<file path="src/rtl/pipe_hazard_ctrl.sv">
// Hazard and sequencing control for the 5-stage core: load-use stalls,
// branch fetch hold, wrong-path squash and the MDU start/done handshake.
module pipe_hazard_ctrl #(
    parameter int unsigned BR_SLOTS    = 1,
    parameter int unsigned MDU_TIMEOUT = 64
) (
    input  logic       clk,
    input  logic       rst_n,
    input  logic [4:0] id_rs,
    input  logic [4:0] id_rt,
    input  logic       id_uses_rt,
    input  logic       id_is_branch,
    input  logic       id_is_mdu,
    input  logic       ex_memread,
    input  logic [4:0] ex_rt,
    input  logic       ex_branch_taken,
    input  logic       imem_ready,
    input  logic       mdu_done,
    output logic       pc_write,
    output logic       hazard,
    output logic       branch_bubble,
    output logic       flush,
    output logic       idex_bubble,
    output logic       mdu_start,
    output logic       mdu_err,
    output logic [1:0] state
);

    typedef enum logic [1:0] {
        IDLE     = 2'd0,
        BR_WAIT  = 2'd1,
        MDU_WAIT = 2'd2
    } state_t;

    localparam logic [7:0] BR_INIT = 8'(BR_SLOTS - 1);
    localparam logic [7:0] TO_LAST = 8'(MDU_TIMEOUT - 1);

    state_t     cur;
    state_t     nxt;
    logic [7:0] cnt;
    logic [7:0] cnt_nxt;
    logic       err_q;
    logic       err_nxt;
    logic       load_use;

    logic       pc_w;
    logic       haz;
    logic       bb;
    logic       fl;
    logic       ib;
    logic       ms;

    assign load_use = ex_memread && (ex_rt != 5'd0) &&
                      ((ex_rt == id_rs) ||
                       (id_uses_rt && (ex_rt == id_rt)));

    always_comb begin
        pc_w    = 1'b1;
        haz     = 1'b0;
        bb      = 1'b0;
        fl      = 1'b0;
        ib      = 1'b0;
        ms      = 1'b0;
        nxt     = cur;
        cnt_nxt = cnt;
        err_nxt = err_q;
        unique case (cur)
            IDLE: begin
                if (ex_branch_taken) begin
                    fl = 1'b1;
                    ib = 1'b1;
                end else if (load_use) begin
                    haz  = 1'b1;
                    pc_w = 1'b0;
                    ib   = 1'b1;
                end else if (id_is_mdu) begin
                    ms      = 1'b1;
                    haz     = 1'b1;
                    pc_w    = 1'b0;
                    cnt_nxt = 8'd0;
                    nxt     = MDU_WAIT;
                end else if (id_is_branch) begin
                    cnt_nxt = BR_INIT;
                    nxt     = BR_WAIT;
                end else if (!imem_ready) begin
                    pc_w = 1'b0;
                    fl   = 1'b1;
                end
            end
            BR_WAIT: begin
                bb   = 1'b1;
                pc_w = 1'b0;
                ib   = 1'b1;
                // A taken branch ends the hold early and redirects the PC.
                if (ex_branch_taken) begin
                    fl   = 1'b1;
                    pc_w = 1'b1;
                    bb   = 1'b0;
                    nxt  = IDLE;
                end else if (cnt == 8'd0) begin
                    nxt = IDLE;
                end else begin
                    cnt_nxt = cnt - 8'd1;
                end
            end
            MDU_WAIT: begin
                haz  = 1'b1;
                pc_w = 1'b0;
                ib   = 1'b1;
                if (mdu_done) begin
                    nxt = IDLE;
                end else if (cnt == TO_LAST) begin
                    err_nxt = 1'b1;
                    nxt     = IDLE;
                end else begin
                    cnt_nxt = cnt + 8'd1;
                end
            end
            default: begin
                nxt = IDLE;
            end
        endcase
    end

    always_ff @(posedge clk or negedge rst_n) begin
        if (!rst_n) begin
            cur   <= IDLE;
            cnt   <= 8'd0;
            err_q <= 1'b0;
        end else begin
            cur   <= nxt;
            cnt   <= cnt_nxt;
            err_q <= err_nxt;
        end
    end

    // Outputs are forced low for as long as reset is held.
    assign pc_write      = rst_n & pc_w;
    assign hazard        = rst_n & haz;
    assign branch_bubble = rst_n & bb;
    assign flush         = rst_n & fl;
    assign idex_bubble   = rst_n & ib;
    assign mdu_start     = rst_n & ms;
    assign mdu_err       = rst_n & err_q;
    assign state         = cur;

endmodule

</file>
<file path="config.mk">
export PLATFORM = sky130hd
export DESIGN_NAME = pipe_hazard_ctrl
export DESIGN_NICKNAME = d
export VERILOG_FILES = /design/src/rtl/pipe_hazard_ctrl.sv
export SDC_FILE = /design/constraint.sdc
export NUM_CORES = 1
export LEC_CHECK = 0
export BUFFER_PORTS_ARGS = -buffer_cell sky130_fd_sc_hd__buf_4
export CELL_PAD_IN_SITES_DETAIL_PLACEMENT = 0
export CELL_PAD_IN_SITES_GLOBAL_PLACEMENT = 1
export CORE_ASPECT_RATIO = 1.1
export CORE_MARGIN = 2
export CORE_UTILIZATION = 34
export CTS_CLUSTER_SIZE = 25
export DETAILED_ROUTE_END_ITERATION = 8
export PLACE_DENSITY_LB_ADDON = 0.1
export SYNTH_ARGS = -nofsm -noshare
export SYNTH_HDL_FRONTEND = slang
export SYNTH_SLANG_ARGS = --single-unit
</file>
<file path="constraint.sdc">
create_clock -name clk -period 2.1 [get_ports clk]
set_input_delay 0.21 -clock clk [delete_from_list [all_inputs] [get_ports clk]]
set_output_delay 0.21 -clock clk [all_outputs]
set_load 0.005 [all_outputs]
</file>
==> results.tsv <==
metric	value	unit
root_buffer	clkbuf_4	
cp.arrival	2220	ps
avgSynthCellArea	8.85	sq um
cts.reportedPaths.clkPinSlew	80	ps
n_antenna_cell	0	
timing.fmax	486	MHz
setup_viol	0	
wl	3.33	mm
post_synth_num_cell_types	41	
start_kind	register	
path_cells	ha_4 -> inv_6 -> ha_4 -> nor2b_2 -> o21ai_2 -> a21boi_2 -> o21a_1 -> o21a_1 -> o41ai_2	
critPathTopFamily	compound AO/OA/AOI/OAI gates	
crit_type	reg -> reg	
tightestPinTransition	422	ps
place_inst	208	
drv_slew	0	
synth.most_common_cell	o21ai_0	
wl_per_cell	15.3	um
dp_hpwl	2.58	mm
vdd_ir_drop_max	937	uV
vias	1207	
globalplace.congestion	0.803	
ys_top_cells_by_area	dfrtp_1, ha_1, xor2_1, o21ai_0, o41ai_2	
layout-drive-gt1-share	44.8	%
area_delta_synth_final	49.4	%
yosysTopAreaCellShare	24.3	%
ant_nets	0	
htree_levels	1	
finalHoldViolations	0	
fin_crit_sh	97.9	%
finalPower	2.33	mW
crit_path_end_kind	register	
critPathSlowestCell	dfrtp_1	
cts_tree	yes	
ys_ff_latch	11	
cts_made_buffers	3	
placeableCoreArea	0.00310	sq mm
cellLeakagePower	0.785	nW
grt_pass1_wl	5.30	mm
synthCells	128	
grt_usage	17.7	%
maxSlewHeadroom	71.7	%
io_buffer_count	32	
die_x	59.0	um
drt-initial-drc-count	43	
synth_top_area_cell	dfrtp_1	
synth-seq-area-share	24.3	%
start_util	36.5	%
overflow	0	
die-area	0.00381	sq mm
grt_pass1_vias	1189	
rows	21	
grt_max_degree	20	
period_minus_slack	2060	ps
worst-path-max-fanout	5	
drtPass1Iterations	4	
yosysWarnings	0	
synth_nets	163	
viasPerCell	5.56	
cts.sinks	11	
synth_flop_cell	dfrtp_1	
stdcell_count	217	
ios	33	
hold_class	in -> reg	
chipHeight	64.5	um
clockBufferDepth	2	
cpPeakStageDelay	420	ps
antenna_found_initial	0	
critPathRequiredTime	2260	ps
synth-edff-count	0	
clock_latency	260	ps
mappedNetlistArea	0.00113	sq mm
critPathBufInv	1	
async_reset_ff_share	100	%
skew	1.58	ps
outcome	complete, no violations	
synthTopCellsByCount	o21ai_0, dfrtp_1, ha_1, inv_1, xor2_1	
p_per_area	1380	mW/mm^2
maxCapViolCount	0	
rsz0062_at_grt	true	
drc	0	
final_nets	219	
## metal layers
layer	vias up	GRT usage, %	routed length (um)
met5	-	0	0
met4	0	5.97	59
met3	6	1.80	157
met2	44	32.5	1690
met1	569	20.9	1420
li1	588	-	-
## report_power, final
part           leakage, nW  internal (mW)  total (mW)  switching [mW]
Clock               0.0177         0.0703       0.149          0.0782
Combinational        0.624          0.927        1.80           0.872
Sequential           0.144          0.291       0.385          0.0934
## cell families after synthesis
kind of cell             after synthesis  share of synthesized area (%)
AO/OA/AOI/OAI                         40                           26.7
XOR/XNOR                              12                           9.28
adder cells (fa/ha/maj)               11                           12.8
buffers and inverters                 11                           4.31
flip-flops                            11                           24.3
multiplexers                           3                           2.76
AND/OR/NAND/NOR                       40                           19.8
## cells in the final DEF, fill, tap and decap left out, types with 4 or more instances in the layout
cell	n
ha_4	5
xor2_1	9
nand2b_1	4
nand3_1	4
nor4_1	4
inv_1	8
ha_1	4
o21ai_0	14
buf_4	51
nor2_1	5
nor3_1	5
nand2_1	4
dfrtp_1	11
o41ai_2	4
## area by class of cell
cell class | instances | area (sq um)
clock buffer | 3 | 22.5
clock inverter | 1 | 5.00
fill | 300 | 1410
inverter | 10 | 42.5
multi-input combinational | 106 | 911
sequential | 11 | 275
tap | 34 | 42.5
timing repair buffer | 52 | 393
## through the flow
stage                     setup slack (ps)  TNS (ps)  area [sq um]  util (%)  hold slack [ps]
after floorplan                      -11.8     -11.8          1150         -            -85.6
after global placement                52.1         0          1540      49.6             80.7
after detailed placement             -66.0      -115          1540      49.6             89.5
after CTS                             30.0         0          1650      53.3              268
after global routing                  -137      -210          1690      54.6              291
final                                 43.6         0          1690      54.6              275
## what timing repair did
action,4_1_cts,5_1_grt
hold endpoints to repair,11,0
hold buffers,1,0
endpoints found under the setup margin,2,7
resized for setup,10,6
pin swaps,8,4
buffers inserted,2,2
## state kept, by name, indices dropped and copies added (netlist names)
signal	cells
state	2
cnt	8
err_q	1
## worst paths after layout
kind,end,start,slack [ps],cells after the start
setup reg to reg,cnt[6]$_DFFE_PN0P_,state[1]$_DFFE_PN0P_,40,9
min in group asynchronous,cnt[1]$_DFFE_PN0P_,rst_n,340,2
max in group asynchronous,cnt[4]$_DFFE_PN0P_,rst_n,1570,2
setup / recovery,cnt[6]$_DFFE_PN0P_,state[1]$_DFFE_PN0P_,40,9
hold reg to reg,err_q$_DFFE_PN0P_,err_q$_DFFE_PN0P_,470,1
hold / removal,err_q$_DFFE_PN0P_,mdu_done,270,3
## worst register-to-register path: cells and delay by family (launching register included)
family                   cells  cell delay [ps]
adder cells (fa/ha/maj)      2              400
AND/OR/NAND/NOR              1              160
buffers and inverters        1               90
flip-flops                   1              420
AO/OA/AOI/OAI                5              880
No activity file was read; power rests on OpenSTA's default activity.
